$ cat config.mk
export PLATFORM = sky130hd
export DESIGN_NAME = ul_frame_receiver
export DESIGN_NICKNAME = d
export VERILOG_FILES = /design/src/rtl/fec_pkg.sv /design/src/rtl/ul_bit_sampler.sv /design/src/rtl/ul_frame_receiver.sv
export SDC_FILE = /design/constraint.sdc
export NUM_CORES = 1
export LEC_CHECK = 0
export ABC_AREA = 1
export BUFFER_PORTS_ARGS = -buffer_cell sky130_fd_sc_hd__buf_2
export CAP_MARGIN = 20
export CORE_UTILIZATION = 25
export CTS_CLUSTER_SIZE = 40
export DETAILED_ROUTE_END_ITERATION = 8
export GPL_TIMING_DRIVEN = 0
export PLACE_DENSITY = 0.53
export SLEW_MARGIN = 20
export SYNTH_ARGS = -nofsm -noshare
export SYNTH_HDL_FRONTEND = slang
export SYNTH_SLANG_ARGS = --single-unit
$ cat constraint.sdc
create_clock -name clk -period 1.9 [get_ports clk]
set_input_delay 0.19 -clock clk [delete_from_list [all_inputs] [get_ports clk]]
set_output_delay 0.19 -clock clk [all_outputs]
set_load 0.02 [all_outputs]
$ cat src/rtl/fec_pkg.sv
`default_nettype none
// ============================================================================
// Module   : fec_pkg
// Brief    : Shared types and constants for the uplink frame receiver.
// Revision : 1.0 - initial release
// ============================================================================
package fec_pkg;

    typedef enum logic [2:0] {
        S_IDLE     = 3'd0,
        S_TRAINING = 3'd1,
        S_ID       = 3'd2,
        S_DATA     = 3'd3,
        S_PARITY   = 3'd4,
        S_DONE     = 3'd5
    } ul_rx_state_t;

    // Additive descrambler x^7+x^6+1: key is the XOR of state bits 6 and 5.
    localparam logic [6:0] UL_LFSR_SEED = 7'h7F;
    localparam logic [6:0] UL_LFSR_TAPS = 7'h60;

    localparam int UL_PREAMBLE_COUNT = 8;
    localparam int UL_MIN_CLK_DIV    = 4;

endpackage
`default_nettype wire

$ cat src/rtl/ul_bit_sampler.sv
`default_nettype none
// ============================================================================
// Module   : ul_bit_sampler
// Brief    : Bit-period phase counter with optional resync on ul_in edges;
//            strobes sample_stb at mid-bit (phase == clk_div>>1).
// Revision : 1.0 - initial release
// ============================================================================
module ul_bit_sampler #(
    parameter int SERIAL_DIV_WIDTH = 8
) (
    input  logic                        clk,
    input  logic                        rst,
    input  logic [SERIAL_DIV_WIDTH-1:0] clk_div,
    input  logic                        resync_en,
    input  logic                        ul_in,
    output logic                        sample_stb,
    output logic                        sample_bit
);

    logic [SERIAL_DIV_WIDTH-1:0] phase_q;
    logic [SERIAL_DIV_WIDTH-1:0] phase_d;
    logic                        ul_prev_q;
    logic                        w_edge;

    assign w_edge = resync_en && (ul_in != ul_prev_q);

    // >= rather than == keeps the counter bounded if clk_div shrinks mid-count.
    always_comb begin
        phase_d = phase_q + SERIAL_DIV_WIDTH'(1);
        if (w_edge || (phase_q >= clk_div - SERIAL_DIV_WIDTH'(1))) begin
            phase_d = '0;
        end
    end

    always_ff @(posedge clk or posedge rst) begin
        if (rst) begin
            phase_q   <= '0;
            ul_prev_q <= 1'b0;
        end else begin
            phase_q   <= phase_d;
            ul_prev_q <= ul_in;
        end
    end

    assign sample_stb = !w_edge && (phase_q == (clk_div >> 1));
    assign sample_bit = ul_in;

endmodule
`default_nettype wire

$ cat src/rtl/ul_frame_receiver.sv
`default_nettype none
// ============================================================================
// Module   : ul_frame_receiver
// Brief    : Uplink frame receiver: preamble lock, ID/data/parity capture and
//            a one-entry valid/ready output register. Optional descrambler
//            enabled by defining UL_DESCRAMBLE_EN.
// Revision : 1.0 - initial release
// ============================================================================
module ul_frame_receiver
    import fec_pkg::*;
#(
    parameter int SERIAL_DIV_WIDTH = 8,
    parameter int PREAMBLE_COUNT   = UL_PREAMBLE_COUNT,
    parameter int ID_WIDTH         = 4,
    parameter int DATA_WIDTH       = 16
) (
    input  logic                        clk,
    input  logic                        rst,
    input  logic [SERIAL_DIV_WIDTH-1:0] clk_div,
    input  logic                        ul_in,
    input  logic                        ul_en,
    output logic [ID_WIDTH-1:0]         msg_id,
    output logic [DATA_WIDTH-1:0]       msg_data,
    output logic                        msg_err,
    output logic                        msg_valid,
    input  logic                        msg_ready,
    output logic                        locked,
    output logic                        overflow
);

    localparam int C_TC_W  = $clog2(PREAMBLE_COUNT + 1);
    localparam int C_MAX_W = (ID_WIDTH > DATA_WIDTH) ? ID_WIDTH : DATA_WIDTH;
    localparam int C_BC_W  = $clog2(C_MAX_W + 1);
    localparam logic [C_TC_W-1:0]           c_PRE_CNT   = C_TC_W'(PREAMBLE_COUNT);
    localparam logic [C_BC_W-1:0]           c_ID_LAST   = C_BC_W'(ID_WIDTH - 1);
    localparam logic [C_BC_W-1:0]           c_DATA_LAST = C_BC_W'(DATA_WIDTH - 1);
    localparam logic [SERIAL_DIV_WIDTH-1:0] c_MIN_DIV   = SERIAL_DIV_WIDTH'(UL_MIN_CLK_DIV);

    ul_rx_state_t          state_q, state_d;
    logic [C_TC_W-1:0]     train_cnt_q, train_cnt_d, w_train_nx;
    logic [C_BC_W-1:0]     bit_cnt_q, bit_cnt_d;
    logic [ID_WIDTH-1:0]   id_sr_q, id_sr_d, out_id_q, out_id_d;
    logic [DATA_WIDTH-1:0] data_sr_q, data_sr_d, out_data_q, out_data_d;
    logic                  par_err_q, par_err_d, out_err_q, out_err_d;
    logic                  out_valid_q, out_valid_d, overflow_q, overflow_d;
    logic                  w_stb, w_sample_bit, w_key, w_rx_bit, w_locked, w_resync_en;

    ul_bit_sampler #(
        .SERIAL_DIV_WIDTH (SERIAL_DIV_WIDTH)
    ) u_sampler (
        .clk        (clk),
        .rst        (rst),
        .clk_div    (clk_div),
        .resync_en  (w_resync_en),
        .ul_in      (ul_in),
        .sample_stb (w_stb),
        .sample_bit (w_sample_bit)
    );

`ifdef UL_DESCRAMBLE_EN
    logic [6:0] lfsr_q, lfsr_d;

    assign w_key = ^(lfsr_q & UL_LFSR_TAPS);

    // Held at the seed throughout training so it is seeded on entry to S_ID.
    always_comb begin
        lfsr_d = lfsr_q;
        if (state_q == S_TRAINING) begin
            lfsr_d = UL_LFSR_SEED;
        end else if (w_stb && ((state_q == S_ID) || (state_q == S_DATA))) begin
            lfsr_d = {lfsr_q[5:0], w_key};
        end
    end

    always_ff @(posedge clk or posedge rst) begin
        if (rst) lfsr_q <= '0;
        else     lfsr_q <= lfsr_d;
    end
`else
    assign w_key = 1'b0;
`endif

    assign w_rx_bit = w_sample_bit ^ w_key;

    // Even count means the next preamble bit should be a 1.
    assign w_train_nx = (w_sample_bit == ~train_cnt_q[0]) ? (train_cnt_q + 1'b1)
                                                          : C_TC_W'(w_sample_bit);

    always_ff @(posedge clk or posedge rst) begin
        if (rst) state_q <= S_IDLE;
        else     state_q <= state_d;
    end

    always_comb begin
        state_d = state_q;
        case (state_q)
            S_IDLE:     if (ul_en && (clk_div >= c_MIN_DIV)) state_d = S_TRAINING;
            S_TRAINING: if (w_stb && (w_train_nx == c_PRE_CNT)) state_d = S_ID;
            S_ID:       if (w_stb && (bit_cnt_q == c_ID_LAST)) state_d = S_DATA;
            S_DATA:     if (w_stb && (bit_cnt_q == c_DATA_LAST)) state_d = S_PARITY;
            S_PARITY:   if (w_stb) state_d = S_DONE;
            S_DONE:     state_d = S_TRAINING;
            default:    state_d = S_IDLE;
        endcase
        if (!ul_en) state_d = S_IDLE;
    end

    always_comb begin
        w_locked    = 1'b0;
        w_resync_en = 1'b0;
        case (state_q)
            S_ID, S_DATA, S_PARITY: w_locked    = 1'b1;
            S_TRAINING:             w_resync_en = 1'b1;
            default:                ;
        endcase
    end

    always_comb begin
        train_cnt_d = train_cnt_q;
        bit_cnt_d   = bit_cnt_q;
        id_sr_d     = id_sr_q;
        data_sr_d   = data_sr_q;
        par_err_d   = par_err_q;
        case (state_q)
            S_IDLE: begin
                train_cnt_d = '0;
                bit_cnt_d   = '0;
                id_sr_d     = '0;
                data_sr_d   = '0;
            end
            S_TRAINING: begin
                bit_cnt_d = '0;
                if (w_stb) train_cnt_d = w_train_nx;
            end
            S_ID: begin
                train_cnt_d = '0;
                if (w_stb) begin
                    id_sr_d   = (id_sr_q << 1) | ID_WIDTH'(w_rx_bit);
                    bit_cnt_d = (bit_cnt_q == c_ID_LAST) ? '0 : bit_cnt_q + 1'b1;
                end
            end
            S_DATA: begin
                if (w_stb) begin
                    data_sr_d = (data_sr_q << 1) | DATA_WIDTH'(w_rx_bit);
                    bit_cnt_d = (bit_cnt_q == c_DATA_LAST) ? '0 : bit_cnt_q + 1'b1;
                end
            end
            S_PARITY: begin
                if (w_stb) par_err_d = ^{id_sr_q, data_sr_q, w_sample_bit};
            end
            default: ;
        endcase
    end

    // A completed frame is dropped only when the held one is not leaving this cycle.
    always_comb begin
        out_id_d    = out_id_q;
        out_data_d  = out_data_q;
        out_err_d   = out_err_q;
        out_valid_d = out_valid_q;
        overflow_d  = 1'b0;
        if (out_valid_q && msg_ready) out_valid_d = 1'b0;
        if (state_q == S_DONE) begin
            if (out_valid_q && !msg_ready) begin
                overflow_d = 1'b1;
            end else begin
                out_id_d    = id_sr_q;
                out_data_d  = data_sr_q;
                out_err_d   = par_err_q;
                out_valid_d = 1'b1;
            end
        end
    end

    always_ff @(posedge clk or posedge rst) begin
        if (rst) begin
            train_cnt_q <= '0;
            bit_cnt_q   <= '0;
            id_sr_q     <= '0;
            data_sr_q   <= '0;
            par_err_q   <= 1'b0;
            out_id_q    <= '0;
            out_data_q  <= '0;
            out_err_q   <= 1'b0;
            out_valid_q <= 1'b0;
            overflow_q  <= 1'b0;
        end else begin
            train_cnt_q <= train_cnt_d;
            bit_cnt_q   <= bit_cnt_d;
            id_sr_q     <= id_sr_d;
            data_sr_q   <= data_sr_d;
            par_err_q   <= par_err_d;
            out_id_q    <= out_id_d;
            out_data_q  <= out_data_d;
            out_err_q   <= out_err_d;
            out_valid_q <= out_valid_d;
            overflow_q  <= overflow_d;
        end
    end

    assign msg_id    = out_id_q;
    assign msg_data  = out_data_q;
    assign msg_err   = out_err_q;
    assign msg_valid = out_valid_q;
    assign overflow  = overflow_q;
    assign locked    = w_locked;

endmodule
`default_nettype wire

After elaboration in Yosys (flattened, before gate mapping):

Index checks and enable logic that the tools add are counted.

* multiplexer cells: 27
* order comparisons: 2
* reduce and logical (&&, ||, !) cells: 27
* bitwise gates (word level): 4
* add/sub/neg operators: 4
* equal/unequal tests: 19

Operators by type and width (number)
* 16-bit one-hot mux with 2 select lines: 1
* 21-bit parity: 1
* 5-bit 2-to-1 mux: 4
* 3-bit 2-to-1 mux: 6
* 3-bit one-hot mux with 6 select lines: 1
* 16-bit 2-to-1 mux: 1
* 16-bit by 1-bit OR with 16-bit output: 1
* 4-bit one-hot mux with 2 select lines: 2
* 3-bit != test (second input constant): 5
* 5-bit one-hot mux with 3 select lines: 1
* 4-bit 2-to-1 mux: 3
* 2-bit AND reduction: 5
* 8-bit by 1-bit adder with 8-bit output (second input constant): 1
* 8-bit by 7-bit equality test with 1-bit output: 1
* 8-bit by 3-bit greater-or-equal comparator with 1-bit output (second input constant): 1
* 8-bit greater-or-equal comparator: 1
* 1-bit logical AND: 8
* 8-bit 2-to-1 mux: 1
* 8-bit by 1-bit subtractor with 8-bit output (second input constant): 1
* 1-bit 2-to-1 mux: 7
* 3-bit by 2-bit equality test with 1-bit output (second input constant): 2
* 3-bit equality test (second input constant): 2
* 2-bit != test (second input constant): 3
* 2-bit nonzero test: 3
* 18 further kinds: 21

* output and inout port bits: 24
* input port bits: 13
* flip-flop bits (word level): 65

Longest topological paths before layout:

* word-level depth: 9
* depth in mapped cells: 13
* depth with buffers taken out: 13

Modules after synthesis:

From an unflattened synthesis, not the netlist that was laid out.

* cells, all modules: 491
* area total of the unflattened synthesis: 3812.4 sq um

Modules (own cells, without submodules)
* ul_frame_receiver: cells an instance 366, instances 1, area each 2945.3 sq um
* ul_bit_sampler: cells an instance 125, instances 1, area each 867.1 sq um

Least setup slack after synthesis:

OpenSTA, ideal clock, no wires.

* kind: input-to-reg
* from: input clk_div[0]
* to: register u_sampler.phase_q[4]
* setup time: 0.090 ns
* data arrival time: 1.710 ns
* stages on the path: 10
* path slack: 0.099 ns
* buffers on the path: 0
* cells stage by stage: inv_1 -> nand3_1 -> nor2_1 -> nand3_1 -> xor2_1 -> ha_1 -> a21oi_1 -> o21a_1 -> nand4_1 -> nor3b_1

* longest elaborated chain between the ends: 4

Ends and longest elaborated chain
* from (decl): line ul_frame_receiver.sv:19 `input logic [SERIAL_DIV_WIDTH-1:0] clk_div,`
* 8-bit by 1-bit subtractor with 8-bit output: line ul_bit_sampler.sv:30 `if (w_edge || (phase_q >= clk_div - SERIAL_DIV_WIDTH'(1))) begin`
* 8-bit greater-or-equal comparator: line ul_bit_sampler.sv:30
* 1-bit logical OR: line ul_bit_sampler.sv:30
* 8-bit 2-to-1 mux: line ul_bit_sampler.sv:30
* net u_sampler.phase_d[4]: line ul_bit_sampler.sv:21 `logic [SERIAL_DIV_WIDTH-1:0] phase_d;`
* to (signal assigned): line ul_bit_sampler.sv:40 `phase_q <= phase_d;`
* to (decl): line ul_bit_sampler.sv:20 `logic [SERIAL_DIV_WIDTH-1:0] phase_q;`

The timed path passes the listed nets, and every way through them passes these cells.
A chain may end at the register's enable or synchronous reset.

Final worst setup path:

* from: register u_sampler.phase_q[5]
* to: register data_sr_q[0]

* longest elaborated chain between the ends: 4

Ends and longest elaborated chain
* 8-bit by 7-bit equality test with 1-bit output: line ul_bit_sampler.sv:45 `assign sample_stb = !w_edge && (phase_q == (clk_div >> 1));`
* 1-bit logical AND: line ul_bit_sampler.sv:45
* 2-bit != test (no line)
* 2-bit AND reduction (no line)
* to (signal assigned): line ul_frame_receiver.sv:191 `data_sr_q <= data_sr_d;`
* to (decl): line ul_frame_receiver.sv:43 `logic [DATA_WIDTH-1:0] data_sr_q, data_sr_d, out_data_q, out_data_d;`

Every way passes these cells.

==> results_dict.tcl <==
set metrics [dict create \
    status "complete, no violations" \
    fp-row-count 44 \
    cp-start-kind "flip-flop" \
    initial_utilization 0.256 \
    cp_cell_sequence "inv_1 > nand2_1 > o21ai_0 > nor2_1 > nand3_4 > nor2_8 > nand2_4 > nand2_4 > buf_6 > nand3_1 > o21ai_1" \
    crit_slowest_cell "dfrtp_1" \
    die_x_um 124 \
    clock_sinks 65 \
    ys_top_cells_by_count "nand2_1 (125), inv_1 (71), dfrtp_1 (65)" \
    fin_nets 554 \
    drive_above_1_share 0.140 \
    synth_top_area_share 0.438 \
    final_util 0.308 \
    busiest_layer "met2" \
    ant_nets 0 \
    setup_tns_ns 0 \
    fmax_mhz 575 \
    tightest_slew_ns 0.437 \
    dpl-instance-area_um2 4160 \
    avgSynthCellArea_um2 7.84 \
    clock_skew_ns 0.00389 \
    period_share 0.915 \
    final_cells 713 \
    post-route-min-period_ns 1.74 \
    cts_buffers 9 \
    crit_top_cell "nand2_4" \
    dr.first_iter.drc_count 148 \
    final.fill_count 1582 \
    setup_violations 0 \
    synth_edf_count 0 \
    arrival_ns 1.98 \
    wl_per_cell_um 11.3 \
    critPathBufInv 2 \
    die_area_um2 15400 \
    grt_use_total 0.113 \
    critPathMaxFanout 10 \
    power.density_nw_per_um2 998 \
    htreeDepth 3 \
    use_met3 0.0275 \
    clk_path_buf_depth 2 \
    crit_family "simple AND/OR/NAND/NOR gates" \
    grt_pass1_wl_um 13700 \
    hold_class "in2reg" \
    yosysSeqAreaShare 0.438 \
    yosys_register_bits 65 \
    use_met1 0.134 \
    numPortBuffers 36 \
    required_ns 2.15 \
    antenna_cells 0 \
    vias_per_cell 4.36 \
    yosys_most_used_dff "dfrtp_1" \
    reg2reg_slack_ns 0.16 \
    max_cap_viol_count 0 \
    clock_latency_ns 0.33 \
    coreArea_um2 14500 \
    hpwl_um 6200 \
    grt_overflow 0 \
    async_flop_share 1.00 \
    drt-total-wl_um 8050 \
    critical_path_class "reg2reg" \
    max_stage_delay_ns 0.43 \
    cts_tree "yes" \
    gp_congestion 0.858 \
    syn_nets 504 \
    ys_types 31 \
    finalHoldViolCount 0 \
    vdd_drop_max_uv 469 \
    clk_pin_slew_ns 0.06 \
    cts_root_buf "clkbuf_16" \
    die_h_um 124 \
    yosys_warnings 0 \
    ios 37 \
    antenna_found_initial 0 \
    area_delta_synth_final_pct 20.6 \
    grt_pass1_vias 3035 \
    use_met2 0.202 \
    dp_cells 695 \
    end_kind "flip-flop" \
    synth.area.top_cells "dfrtp_1 (44%), nand2_1 (13%), inv_1 (7.2%)" \
    drc_errors 0 \
    syn-cell-area_um2 3720 \
    relSlewSlack 0.709 \
    leakage_nw 2.24 \
    dr.pass1.iters 4 \
    final_area_um2 4480 \
    grt_start_max_net_pins 56 \
    yosys.area.top_type "dfrtp_1" \
    maxSlewViolCount 0 \
    dr_total_vias 3109 \
    synthCells 474 \
    synth.most_common_cell "nand2_1" \
    rsz0062_at_grt "false" \
]
-- layer usage --
layer  vias to the layer above  part of all wire
met4                         0             0.014
met2                        34              0.50
met5                         -                 0
met1                      1458              0.45
li1                       1603                 -
met3                        14             0.033
-- flip-flops by register name, summed over array words and instances (netlist names) --
name                 cells
msg_data                16
msg_id                   4
msg_err                  1
data_sr_q               16
train_cnt_q              4
bit_cnt_q                5
id_sr_q                  4
msg_valid                1
u_sampler.ul_prev_q      1
par_err_q                1
overflow                 1
state_q                  3
u_sampler.phase_q        8
-- layout by cell type, fill, tap and decap left out, types with 3 or more instances in the layout --
cell,Yosys,layout
clkinvlp_4,0,3
nand2_1,125,125
nor2_1,36,35
o22ai_1,4,4
buf_2,1,37
inv_1,71,70
clkbuf_16,0,9
nand3_1,34,34
dfrtp_1,65,65
nor3_1,5,5
buf_4,2,3
o21ai_1,13,13
inv_2,3,3
xnor2_1,11,11
clkbuf_1,4,4
nand2_4,4,4
xor2_1,14,14
a21oi_1,12,12
nand4_1,5,5
o21ai_0,34,34
ha_1,17,17
-- final cells by class --
type	count	area (um2)	share of cell area
Buffer	9	57.6	0.0128
Clock buffer	9	225	0.0503
Clock inverter	7	71.3	0.0159
Inverter	74	280	0.0625
Multi-Input combinational cell	326	1770	0.394
Sequential cell	65	1630	0.363
Tap cell	184	230	0.0514
Timing Repair Buffer	39	225	0.0503
-- path summary, 6_finish.rpt --
kind	startpoint	to	cells after the start
max	u_sampler.phase_q[5]	data_sr_q[0]	11
min in group asynchronous	rst	u_sampler.phase_q[3]	3
max in group asynchronous	rst	msg_data[2]	4
min	ul_in	u_sampler.ul_prev_q	1
min reg2reg	u_sampler.phase_q[0]	u_sampler.phase_q[0]	1
max reg2reg	u_sampler.phase_q[5]	data_sr_q[0]	11
-- cells by family after synthesis --
| kind of cell | Yosys count | share of synthesized area |
|---|---|---|
| mux | 1 | 0.00303 |
| flops | 65 | 0.438 |
| simple gates | 215 | 0.256 |
| fa+ha+maj | 17 | 0.0572 |
| compound gates | 68 | 0.0973 |
| buf+inv | 83 | 0.0902 |
| xor+xnor | 25 | 0.0589 |
-- report_power, final --
group / total, mW / internal [mW] / switching (mW)
Combinational: 1.23 / 0.446 / 0.786
Clock: 1.62 / 1.01 / 0.611
Sequential: 1.62 / 1.49 / 0.128
-- per-stage QoR --
stage | hold WS (ns) | worst slack, ns | power [mW]
global placement | 0.433 | -0.799 | 2.83
global route | 0.0963 | 0.00223 | 4.79
CTS | 0.0899 | 0.00115 | 4.53
finish | 0.0996 | 0.162 | 4.47
detailed placement | 0.123 | -0.358 | 2.87
floorplan | 0.221 | 0.0835 | 2.56
-- what timing repair did --
action | in CTS | in global routing
gates resized for setup | 0 | 2
setup buffers | 0 | 1
endpoints found under the hold margin | 10 | 0
hold buffers | 1 | 0
pin swaps | 1 | 1
endpoints found under the setup margin | 1 | 17
(Power assumes the default switching activity.)
